## src/rtl/dqpsk_demod_decoder.sv

```systemverilog
// DQPSK receive back end: one decision sample per symbol, quadrant slice, differential decode,
// Gray demap, dibit-to-NRZ serialiser. Optional weak-symbol detector under DQPSK_WEAK_DET_EN.
module dqpsk_demod_decoder #(
  parameter int DW     = 16,
  parameter int SPS    = 8,
  parameter int PHASE  = 4,
  parameter int THRESH = 512
) (
  input  logic                 clk,
  input  logic                 reset_n,
  input  logic signed [DW-1:0] di_in,
  input  logic signed [DW-1:0] dq_in,
  input  logic                 in_valid,
  output logic                 sym_valid,
  output logic [1:0]           sym_dibit,
  output logic                 dout,
  output logic                 dout_valid,
  output logic                 sym_weak
);

  localparam int CW = (SPS > 2) ? $clog2(SPS) : 1;
  localparam logic [CW-1:0] PH   = CW'(PHASE);
  localparam logic [CW-1:0] B0PH = CW'((PHASE + SPS/2) % SPS);
  localparam logic [CW-1:0] LAST = CW'(SPS - 1);

  if (SPS < 2 || (SPS % 2) != 0 || PHASE >= SPS) begin : g_bad_cfg
    $error("dqpsk_demod_decoder: SPS must be even and >=2, PHASE < SPS");
  end

  typedef enum logic {ACQ, RUN} state_e;

  state_e        state_q, state_d;
  logic [CW-1:0] cnt_q, cnt_d;
  logic [1:0]    q_prev_q, q_prev_d;
  logic          sym_valid_q, sym_valid_d;
  logic [1:0]    sym_dibit_q, sym_dibit_d;
  logic          dout_q, dout_d;
  logic          dout_valid_q, dout_valid_d;
  logic          b0_q, b0_d;
  logic          b0_pend_q, b0_pend_d;

  logic       dec_ev;
  logic [1:0] quad, diff, dibit;

  // Sign bits alone give the quadrant; zero counts as positive.
  assign quad   = {dq_in[DW-1], di_in[DW-1] ^ dq_in[DW-1]};
  assign diff   = quad - q_prev_q;
  assign dibit  = {diff[1], diff[1] ^ diff[0]};
  assign dec_ev = in_valid && (cnt_q == PH);

  always_comb begin
    state_d      = state_q;
    cnt_d        = cnt_q;
    q_prev_d     = q_prev_q;
    sym_valid_d  = 1'b0;
    sym_dibit_d  = sym_dibit_q;
    dout_d       = dout_q;
    dout_valid_d = 1'b0;
    b0_d         = b0_q;
    b0_pend_d    = b0_pend_q;
    if (in_valid) begin
      cnt_d = (cnt_q == LAST) ? '0 : cnt_q + 1'b1;
      if (dec_ev) begin
        q_prev_d = quad;
        if (state_q == ACQ) begin
          state_d = RUN;
        end else begin
          sym_valid_d  = 1'b1;
          sym_dibit_d  = dibit;
          dout_d       = dibit[1];
          dout_valid_d = 1'b1;
          b0_d         = dibit[0];
          b0_pend_d    = 1'b1;
        end
      end else if (b0_pend_q && cnt_q == B0PH) begin
        // b0 goes out half a symbol after b1 to keep the NRZ rate uniform
        dout_d       = b0_q;
        dout_valid_d = 1'b1;
        b0_pend_d    = 1'b0;
      end
    end
  end

  always_ff @(posedge clk or negedge reset_n) begin
    if (!reset_n) begin
      state_q      <= ACQ;
      cnt_q        <= '0;
      q_prev_q     <= '0;
      sym_valid_q  <= 1'b0;
      sym_dibit_q  <= '0;
      dout_q       <= 1'b0;
      dout_valid_q <= 1'b0;
      b0_q         <= 1'b0;
      b0_pend_q    <= 1'b0;
    end else begin
      state_q      <= state_d;
      cnt_q        <= cnt_d;
      q_prev_q     <= q_prev_d;
      sym_valid_q  <= sym_valid_d;
      sym_dibit_q  <= sym_dibit_d;
      dout_q       <= dout_d;
      dout_valid_q <= dout_valid_d;
      b0_q         <= b0_d;
      b0_pend_q    <= b0_pend_d;
    end
  end

  assign sym_valid  = sym_valid_q;
  assign sym_dibit  = sym_dibit_q;
  assign dout       = dout_q;
  assign dout_valid = dout_valid_q;

`ifdef DQPSK_WEAK_DET_EN
  localparam logic [DW:0] TH = (DW+1)'(THRESH);

  logic [DW:0] abs_i, abs_q;
  logic        weak;
  logic        sym_weak_q, sym_weak_d;

  // One extra bit so the most negative sample's magnitude is representable.
  always_comb begin
    abs_i = {di_in[DW-1], di_in};
    if (abs_i[DW]) abs_i = ~abs_i + 1'b1;
    abs_q = {dq_in[DW-1], dq_in};
    if (abs_q[DW]) abs_q = ~abs_q + 1'b1;
    weak       = (abs_i < TH) && (abs_q < TH);
    sym_weak_d = dec_ev ? weak : sym_weak_q;
  end

  always_ff @(posedge clk or negedge reset_n) begin
    if (!reset_n) sym_weak_q <= 1'b0;
    else          sym_weak_q <= sym_weak_d;
  end

  assign sym_weak = sym_weak_q;
`else
  logic unused_mag;
  assign unused_mag = ^{di_in[DW-2:0], dq_in[DW-2:0]};
  assign sym_weak   = 1'b0;
`endif

endmodule

```

## config.mk

```make
export PLATFORM = sky130hd
export DESIGN_NAME = dqpsk_demod_decoder
export DESIGN_NICKNAME = d
export VERILOG_FILES = /design/src/rtl/dqpsk_demod_decoder.sv
export SDC_FILE = /design/constraint.sdc
export NUM_CORES = 1
export LEC_CHECK = 0
export ABC_AREA = 1
export CAP_MARGIN = 30
export CORE_MARGIN = 4
export CORE_UTILIZATION = 31
export DETAILED_ROUTE_END_ITERATION = 10
export GPL_TIMING_DRIVEN = 0
export PLACE_DENSITY = 0.77
export SYNTH_ARGS = -nofsm -noshare
export SYNTH_HDL_FRONTEND = slang
export SYNTH_SLANG_ARGS = --single-unit
```

## constraint.sdc

```tcl
create_clock -name clk -period 1.15 [get_ports clk]
set_clock_uncertainty 0.05 [all_clocks]
set_input_delay 0.115 -clock clk [delete_from_list [all_inputs] [get_ports clk]]
set_output_delay 0.115 -clock clk [all_outputs]
set_load 0.01 [all_outputs]
```

==> results summary, run 1 <==
The flow ran to the end, but the final reports show violations. The checks that failed: setup timing. The number of violations of the max-capacitance limit is 0. The area added between synthesis and finish is 38.7%. For the worst-skew pair, the clock arrives at the later sink with an insertion delay of between 0.2 and 0.3 ns. At the worst endpoint, the required time is 1.30 ns.

The synthesized netlist occupies a cell area of between 600 and 700 sq um. The worst hold slack is roughly 0.042 ns. The worst setup path is launched from a flip-flop. The max-slew violation count came out at 0.

The post-layout minimum cycle time came out at about 1.2 ns. The Yosys step of the flow raised 0 warnings. STA puts the critical path data arrival time at 1.37 ns. The via count is approximately 500. The detail route stage leaves a number of antenna-violating nets equal to 0. The cell that appears most often on the critical path is sky130_fd_sc_hd__buf_4. The highest metal layer carrying signal wires in the routed design is met4. Wire segments on met2 add up to about 650 um in the final route.

Among all flip-flop cells after synthesis, the most frequent one is sky130_fd_sc_hd__dfrtp_1. The wire length after detailed routing is between 1000 and 1500 um. Along the worst path, the maximum fanout reaches 5. The proportion of layout cells with a drive suffix above 1 came out at between 30% and 40%. The HPWL after detailed placement is 900 um. In this run the mean area of a mapped cell was 8.96 sq um. The worst voltage drop across the vdd grid is about 0.00084 V. The maximum operating frequency is approximately 800 MHz. The largest buffer count on any clock path came out at 2. The number of I/O port buffers is 8. After the first detailed-routing iteration, the DRC count stood at 2. The effective utilization at floorplan came out at between 30 and 40%. The cell taking the most area after synthesis is sky130_fd_sc_hd__dfrtp_1.

The number of nets handed over by synthesis was roughly 110. The signal on the critical path passes through inv_2 -> ha_4 -> nand4_4 -> buf_4 -> buf_4 -> nand2_1. Yosys attributes the largest share of cell area to sky130_fd_sc_hd__dfrtp_1 48%, sky130_fd_sc_hd__nand2_1 10%, sky130_fd_sc_hd__ha_1 8.0%. The initial antenna violation count is 0. The final setup slack of the worst path is -0.0692 ns. The path class of the tightest hold or removal check is in -> reg. The buffering stage count on the worst path with inverters included came out at 3.

The number of detailed-route iterations in the first pass is 4. The kind of cell with the highest combined delay along the critical path is flip-flops. The cell count after synthesis came out at 70. The x dimension of the die came out at approximately 53 um. The commonest cells after synthesis are 17 x sky130_fd_sc_hd__nand2_1, 12 x sky130_fd_sc_hd__dfrtp_1, 10 x sky130_fd_sc_hd__inv_1. The worst setup path is captured at a flip-flop. The floorplan row count came out at 16.

The total routing resource utilization after global routing is between 10% and 20%. The average wire per standard cell came out at between 10 and 15 um. The share of synthesized registers carrying an async set or reset came out at between 90% and 100%. The H-tree depth reported by CTS came out at 1. The met3 wire length came out at 40 um. The routed length on met1 is 488 um. Dividing the detail-routed via count by the number of cells gives between 4 and 5. The master cell of the clock root buffer is sky130_fd_sc_hd__clkbuf_4. The number of hold violations in the final report came to 0. The highest cell delay on the worst timing path came out at slightly below 0.4 ns. Among all stages on the critical path, the largest delay is contributed by sky130_fd_sc_hd__dfrtp_1. Dividing total power by cell area gives a power density of roughly 2100 mW/mm^2. Setup repair after global routing could not meet its margin everywhere. The proportion of netlist area held by the largest area contributor is 47.9%. The worst relative slew slack came out at a little over three fifths. The final worst-path cycle share came out at 106%. The critical path in this run is classified as reg -> reg. The standby leakage power came out at 0.439 nW. sky130_fd_sc_hd__nand2_1 is the most common cell in the netlist. The standard cell core area came out at about 0.002 sq mm. Sequential cells were found to cover a little under half of the synthesized design area. After detailed routing, the number of remaining DRC violations is 0. The weighted congestion at the end of routability-driven global placement came out at around 0.68. The CTS sink count is 12. The number of nets in the layout came out at around 130. After synthesis the netlist holds a flip-flop and latch count of 12. The number of placed I/O pins is just over 40.

The number of CTS-inserted buffers came out at 3. After synthesis, the netlist uses 18 different library cells. The die covers roughly 0.0028 sq mm. At the pin with the least slew margin, the transition time is 0.562 ns. The count of flip-flops with a built-in enable after synthesis is 0. Setup violations remaining at the end of the flow were counted as 5. The via count of the first global-routing pass came out at about 500. The wire length of the first global-routing pass came out at between 2000 and 2500 um. TritonCTS built the clock tree. The height of the chip came out at approximately 53 um.

The pin count of the biggest net entering global routing came out at 13. 0 antenna diodes ended up in the layout. The placement-stage worst setup slack came out at -0.505 ns. The clock-pin slew on the worst setup and hold paths is ~0.07 ns. The final global-route overflow total is 0.
[final cells by class]
| cell class | instances | area [sq um] |
|---|---|---|
| Fill cell | 200 | 1070 |
| Multi-Input combinational cell | 44 | 319 |
| Sequential cell | 12 | 300 |
| Timing Repair Buffer | 15 | 126 |
| Inverter | 11 | 41.3 |
| Tap cell | 27 | 33.8 |
| Buffer | 3 | 26.3 |
| Clock buffer | 3 | 22.5 |
[kinds of logic (layout without fill, tap and decap cells)]
family,count (synthesis),in the layout,synth area share (%)
buffers and inverters,14,32,10.8
other,1,1,0.598
adder cells (fa/ha/maj),4,4,7.98
AND/OR/NAND/NOR,31,31,25.0
flip-flops,12,12,47.9
AO/OA/AOI/OAI,7,7,6.39
XOR/XNOR,1,1,1.40
[what timing repair did]
action,in CTS,in global routing
hold endpoints to repair,0,0
resized for setup,18,8
hold buffers,0,0
pin swaps,5,3
setup endpoints to repair,12,11
setup buffers,5,2
[flip-flops by register name, indices dropped and copies added (netlist names)]
register    count
sym_valid       1
cnt_q           3
dout            1
b0_pend_q       1
sym_dibit       2
state_q         1
q_prev_q        2
dout_valid      1
[placed cells by master (no fill, tap or decap)]
cell type and n:
sky130_fd_sc_hd__ha_1 1, sky130_fd_sc_hd__or2_4 1, sky130_fd_sc_hd__dlygate4sd2_1 6, sky130_fd_sc_hd__ha_2 2, sky130_fd_sc_hd__o21ai_0 1, sky130_fd_sc_hd__buf_6 2, sky130_fd_sc_hd__xnor2_2 1, sky130_fd_sc_hd__nand3_1 6
sky130_fd_sc_hd__conb_1 1, sky130_fd_sc_hd__a31oi_1 1, sky130_fd_sc_hd__o21ai_1 4, sky130_fd_sc_hd__inv_1 6, sky130_fd_sc_hd__nand3_2 3, sky130_fd_sc_hd__nand4_4 1, sky130_fd_sc_hd__nand2_2 4, sky130_fd_sc_hd__nand2_1 13
sky130_fd_sc_hd__nand3_4 1, sky130_fd_sc_hd__inv_2 5, sky130_fd_sc_hd__buf_4 9, sky130_fd_sc_hd__clkbuf_4 3, sky130_fd_sc_hd__or2_0 1, sky130_fd_sc_hd__a21oi_2 1, sky130_fd_sc_hd__dfrtp_1 12, sky130_fd_sc_hd__clkdlybuf4s50_1 1
sky130_fd_sc_hd__nor2_1 1, sky130_fd_sc_hd__ha_4 1
[per-layer routing]
metal,up-vias,GRT usage [%]
li1,255,-
met1,232,10.8
met2,4,17.4
met3,2,2.54
met4,0,8.94
met5,-,0
[power breakdown]
part           total, W  internal (W)  switching [W]
clock          0.000244      0.000121       0.000123
combinational  0.000827      0.000419       0.000408
sequential     0.000737      0.000593       0.000145
total           0.00181       0.00113       0.000676
[through the flow]
stage | instance area [sq um] | total power, W | TNS (ns) | cells | util [%]
2_1_floorplan | 647 | 0.00122 | 0 | 70 | -
3_3_place_gp | 761 | 0.00143 | -1.25 | 105 | 39.2
3_5_place_dp | 761 | 0.00148 | -1.47 | 105 | 39.2
4_1_cts | 840 | 0.00178 | -0.171 | 113 | 43.2
5_1_grt | 870 | 0.00200 | -0.822 | 115 | 44.8
6_report | 870 | 0.00181 | -0.230 | 115 | 44.8
[worst paths after layout]
path / from / endpoint / slack (ns) / depth (start not counted)
max in group asynchronous: reset_n / b0_pend_q$_DFFE_PN0P_ / 0.52 / 1
hold reg to reg: dout$_DFFE_PN0P_ / dout$_DFFE_PN0P_ / 0.43 / 2
min in group asynchronous: reset_n / cnt_q[0]$_DFFE_PN0P_ / 0.16 / 1
setup / recovery: cnt_q[1]$_DFFE_PN0P_ / b0_pend_q$_DFFE_PN0P_ / -0.07 / 6
setup reg to reg: cnt_q[1]$_DFFE_PN0P_ / b0_pend_q$_DFFE_PN0P_ / -0.07 / 6
hold / removal: in_valid / cnt_q[0]$_DFFE_PN0P_ / 0.04 / 2
No activity file was read; power rests on OpenSTA's default activity.
==> run 2: changes to the inputs <==
CAP_MARGIN = unset   (was 30)
CORE_MARGIN = 10   (was 4)
GPL_TIMING_DRIVEN = unset   (was 0)
==> results summary, run 2 (synthesis results as in run 1) <==
The worst setup path is captured at a flip-flop. The CTS sink count is 12. The cell sitting at the root of the clock tree is a sky130_fd_sc_hd__clkbuf_4. The arrival time of data at the critical path endpoint is ~1.4 ns.

The H-tree depth reported by CTS is 1. In this run, flip-flops and latches consume roughly two fifths of the power. Of the total power, the clock network draws about 15%. The placement-stage worst setup slack came out at -0.437 ns. The final antenna-violating net count is 0. Buffers inserted to repair hold after CTS numbered 0. The internal power component came out at around 0.0011 W.

The largest buffer count on any clock path is 2. The power density relative to cell area came out at between 2000 and 2500 mW/mm^2. Summed over all layers, the routed wires come to between 1000 and 1500 um. The number of I/O port buffers is 9. The cell area after placement came out at 797 sq um. Leaving out fill and tap cells, the most frequent cell in the layout is sky130_fd_sc_hd__nand2_1. The critical path startpoint category is a flip-flop.

The number of flip-flops in the largest register came out at 3. Of the total power, combinational logic draws 44.3%. The final reports fail on setup timing.

The average wire per standard cell is 10.8 um. The routed length on met1 is approximately 460 um. The maximum operating frequency came out at 825 MHz. Setup repair after global routing could not meet its margin everywhere.

The wire length of the first global-routing pass is 2260 um. The largest individual stage delay along the critical path comes from the cell sky130_fd_sc_hd__dfrtp_1. The standby leakage power came out at ~0.44 nW. The worst voltage drop across the vdd grid came out at 0.000760 V. The accumulated negative setup slack is -0.268 ns.

The data required time at the worst endpoint is ~1.3 ns. The proportion of layout cells with a drive suffix above 1 is 33.0%. In the routed layout, each cell is associated on average with a via count of 4.49. The number of hold violations in the final report is 0. The buffering stage count on the worst path with inverters included came out at 1.

The met3 wire length is 89 um. From left edge to right edge, the die measures 65.0 um. The worst hold-check path type is in -> async. The utilization after layout came out at approximately 44%. Counting flops per register, the top entry is cnt_q. Clock-pin slew was measured on the worst setup and hold paths at 0.07 ns.

Of the total power, the share spent switching nets is about two fifths. The flow ran to the end, but the final reports show violations. After floorplanning, the core was divided into 16 placement rows. Traced cell by cell, the critical path runs through inv_2 -> ha_4 -> nand4_4 -> a21oi_2 -> nand3_1 -> nand2_1.

The pin count of the biggest net entering global routing is 13. The tool flagged a number of max-cap violations equal to 0. The family with the most delay on the worst path is flip-flops. The number of placed I/O pins is ~40.

The final worst-path cycle share came out at 105%. The effective utilization at floorplan is 32.3%. The latest clock arrival within the worst-skew pair is around 0.27 ns.

The amount of wire on met2 after detailed routing came out at approximately 680 um. Buffers inserted during clock tree synthesis total 3. TritonCTS built the clock tree. The weighted congestion at the end of routability-driven global placement is just over 0.8. The worst hold slack came out at approximately 0.084 ns. The highest cell delay on the worst timing path is 0.40 ns. The final setup slack of the worst path came out at -0.0616 ns. The total routing resource utilization after global routing came out at 6.66%. The height of the chip came out at approximately 65 um. The via count of the first global-routing pass was 531. For this run, design rule violations remaining after detail routing come to 0. After routing the design area is between 800 and 900 sq um.

The via count is 516. The number of setup violations in the final report is 7. The highest metal layer carrying signal wires in the routed design is met4.

The library cells used most frequently in the layout, excluding fill and tap cells, are 16 x sky130_fd_sc_hd__nand2_1, 12 x sky130_fd_sc_hd__dfrtp_1, 7 x sky130_fd_sc_hd__nand3_1, 7 x sky130_fd_sc_hd__buf_4. The number of inserted diodes came out at 0. In this run the power spent charging and discharging nets is 0.000678 W.

The area of the die is between 0.004 and 0.005 sq mm. The number of nets in the layout is approximately 130. The maximum fanout count along the critical path came out at 5.

The number of detailed-route iterations in the first pass came out at 2. The initial antenna violation count was 0. The worst setup path is of the reg -> reg kind. The area added between synthesis and finish came out at 37.5%. The placed wire-length estimate came out at 948 um. The max-slew violation count is 0.

The region available for standard cell placement spans 0.00194 sq mm. The starting DRC count in detailed routing came out at 17. The final global-route overflow total is 0. The post-layout minimum cycle time is 1.21 ns.
-- run 2: layer usage --
layer,vias up,track usage (%)
met5,-,0
met4,0,2.41
met3,4,3.09
met2,8,12.3
met1,247,6.29
li1,257,-
-- run 2: path summary, 6_finish.rpt --
kind | to | startpoint | cells after the start | slack (ns)
worst min-delay path | state_q$_DFFE_PN0P_ | reset_n | 2 | 0.08
min in group clk | q_prev_q[0]$_DFFE_PN0P_ | di_in[15] | 3 | 0.25
worst max-delay path | dout$_DFFE_PN0P_ | cnt_q[1]$_DFFE_PN0P_ | 6 | -0.06
worst max register to register | dout$_DFFE_PN0P_ | cnt_q[1]$_DFFE_PN0P_ | 6 | -0.06
worst min register to register | dout$_DFFE_PN0P_ | dout$_DFFE_PN0P_ | 2 | 0.43
max in group asynchronous | dout$_DFFE_PN0P_ | reset_n | 2 | 0.81
-- run 2: area by class of cell --
cell class,instances,area [sq um]
well taps,27,33.8
clock buffers,3,22.5
repair buffers,18,158
fillers,198,1080
inverters,11,41.3
multi-input cells,44,307
flip-flops and latches,12,300
-- run 2: worst register-to-register path: cells and delay by family, from the launching register on --
family | cells | cell delay, ns
fa+ha+maj | 1 | 0.17
simple gates | 3 | 0.28
compound gates | 1 | 0.18
buf+inv | 1 | 0.08
flops | 1 | 0.40
-- run 2: timing repair --
item | 4_1_cts | 5_1_grt
setup buffers | 0 | 2
pin swaps | 4 | 2
endpoints found under the setup margin | 10 | 13
resized for setup | 11 | 11
-- run 2: power groups by stage --
stage / sequential, W / combinational (W) / clock [W]
floorplan: 0.000736 / 0.000481 / 0
global placement: 0.000732 / 0.000713 / 0
detailed placement: 0.000736 / 0.000739 / 0
CTS: 0.000729 / 0.000717 / 0.000273
global route: 0.000757 / 0.000897 / 0.000291
finish: 0.000728 / 0.000787 / 0.000262
-- run 2: through the flow --
step	power [W]	std cells
after global placement	0.00145	110
after floorplan	0.00122	70
final	0.00178	115
after CTS	0.00172	113
after global routing	0.00195	115
after detailed placement	0.00148	110
==> run 3: changes to the inputs <==
clock period = 1 ns   (was 1.15 ns; I/O delays follow)
==> results summary, run 3 (synthesis results as in run 1) <==
The area added between synthesis and finish is 38.9%. The wire length after detailed routing is roughly 1200 um. The max-slew violation count came out at 0. The run finished, with violations left. The clock-pin slew on the worst setup and hold paths is about 0.08 ns. The number of inserted diodes came out at 0. The CTS sink count came out at 12. The pin count of the biggest net entering global routing came out at 13. Clock latency on the worst-skew pair, taken at its later pin, is 0.26 ns. The starting DRC count in detailed routing came out at 11.

The proportion of layout cells with a drive suffix above 1 is 44.4%. Detailed placement ended at an HPWL of just under 1000 um. The average wire per standard cell is 10.6 um. Counting flops per register, the top entry is cnt_q.

In the layout the commonest cells are 14 x sky130_fd_sc_hd__nand2_1, 12 x sky130_fd_sc_hd__dfrtp_1, 10 x sky130_fd_sc_hd__buf_4, 6 x sky130_fd_sc_hd__inv_1, 6 x sky130_fd_sc_hd__nand3_1. The initial antenna violation count is 0. The post-layout minimum cycle time came out at 1.23 ns. In this run the remaining antenna-violating nets after routing total 0. The worst setup path is of the reg -> reg kind. The number of violations of the max-capacitance limit is 0. The final global-route overflow total came out at 0. The number of nets in the layout came out at 131.

Across all setup checks in the final design, the least slack found is -0.227 ns. between 40 and 50 I/O pins were placed. The utilization after layout is 44.8%.

Counting the buffers created by CTS gives 3. The CTS tree is done. The largest buffer count on any clock path is 2.

The arrival time of data at the critical path endpoint is between 1 and 1.5 ns. The number of setup violations in the final report is 12. The power density relative to cell area came out at roughly 2400 mW/mm^2. Setup repair after global routing could not meet its margin everywhere. The effective utilization at floorplan is about a third. The leading cell type in the layout, fill and taps excluded is sky130_fd_sc_hd__nand2_1.

The H-tree depth reported by CTS came out at 1. The via count came out at 525. The area of the die came out at between 0.004 and 0.005 sq mm. Buffers inserted to repair hold after CTS numbered 0.

The floorplan row count is 16. Derived from the worst setup path, the maximum achievable clock frequency is slightly above 800 MHz. The final reports fail on setup timing. The count of buffers added on input and output ports is 9.

The remaining design rule violation count came out at 0. The number of hold violations in the final report came out at 0. Measured along the y axis, the die boundary spans approximately 65 um. The data required time at the worst endpoint came out at 1.15 ns. The critical path startpoint category is a flip-flop.

The post-detailed-route via-to-cell ratio came out at roughly 4.5. The worst hold path belongs to the class in -> async. The first global-routing pass estimated around 2200 um of wire.

The final worst-path cycle share is 123%. The sum of internal, switching and leakage power came out at around 0.0021 W. The tree is rooted in a sky130_fd_sc_hd__clkbuf_4. The worst voltage drop across the vdd grid came out at about 0.00073 V.

The x dimension of the die is about 65 um. The weighted congestion at the end of routability-driven global placement came out at approximately 0.80. The total routing resource utilization after global routing is ~6.5%. The number of detailed-route iterations in the first pass came out at 4. The analysis attributes to cell leakage a power of about 0.44 nW. The worst setup path is captured at a flip-flop. In this run the worst path has a maximum fanout of 3.

The register with the most flip-flops in the layout has 3 of them. The standard cell core area came out at between 0.0015 and 0.002 sq mm. The via count of the first global-routing pass came to 579.
## run 3: timing repair
item | 4_1_cts | 5_1_grt
resized for setup | 28 | 9
pin swaps | 3 | 0
endpoints found under the setup margin | 17 | 13
buffers inserted | 1 | 2
## run 3: per-layer routing
| metal | wire, um | vias up | part of all wire (%) | track usage [%] |
|---|---|---|---|---|
| met1 | 507 | 253 | 41 | 6.19 |
| met2 | 653 | 10 | 52 | 11.3 |
| li1 | - | 260 | - | - |
| met3 | 72 | 2 | 5.8 | 3.09 |
| met4 | 12 | 0 | 0.96 | 3.21 |
| met5 | 0 | - | 0 | 0 |
## run 3: final timing paths
kind	startpoint	endpoint	slack [ns]	cells past startpoint
worst max-delay path	cnt_q[0]$_DFFE_PN0P_	dout$_DFFE_PN0P_	-0.23	6
worst min-delay path	reset_n	cnt_q[2]$_DFFE_PN0P_	0.07	2
worst max register to register	cnt_q[0]$_DFFE_PN0P_	dout$_DFFE_PN0P_	-0.23	6
min in group clk	di_in[15]	q_prev_q[0]$_DFFE_PN0P_	0.23	3
max in group asynchronous	reset_n	dout_valid$_DFF_PN0_	0.66	2
worst min register to register	b0_pend_q$_DFFE_PN0P_	b0_pend_q$_DFFE_PN0P_	0.44	2
## run 3: stage by stage
stage / setup slack [ns] / hold slack (ns) / TNS, ns / cells / area (sq um)
2_1_floorplan: -0.134 / -0.246 / -0.630 / 70 / 654
3_3_place_gp: -0.466 / 0.367 / -3.22 / 111 / 812
3_5_place_dp: -0.514 / 0.372 / -3.48 / 111 / 812
4_1_cts: -0.220 / 0.0816 / -1.70 / 115 / 845
5_1_grt: -0.315 / 0.0799 / -2.52 / 117 / 871
6_report: -0.227 / 0.0739 / -1.69 / 117 / 871
## run 3: final cells by class
cell class | count | area, sq um
sequential | 12 | 300
clock buffer | 3 | 22.5
fill | 200 | 1070
timing repair buffer | 20 | 149
inverter | 11 | 41.3
tap | 27 | 33.8
multi-input combinational | 44 | 324
## run 3: worst max-delay path, stage by stage, from the launching register on
cell and delay (ns):
sky130_fd_sc_hd__dfrtp_1 0.40, sky130_fd_sc_hd__inv_2 0.08, sky130_fd_sc_hd__ha_4 0.16, sky130_fd_sc_hd__nand3_1 0.14, sky130_fd_sc_hd__a21oi_2 0.19, sky130_fd_sc_hd__nand3_1 0.09
sky130_fd_sc_hd__nand2_1 0.06
## run 3: power breakdown
group	switching [W]	internal (W)	leakage, nW	total, W
sequential	0.000160	0.000681	0.148	0.000841
combinational	0.000489	0.000480	0.281	0.000969
clock	0.000152	0.000139	0.0138	0.000291
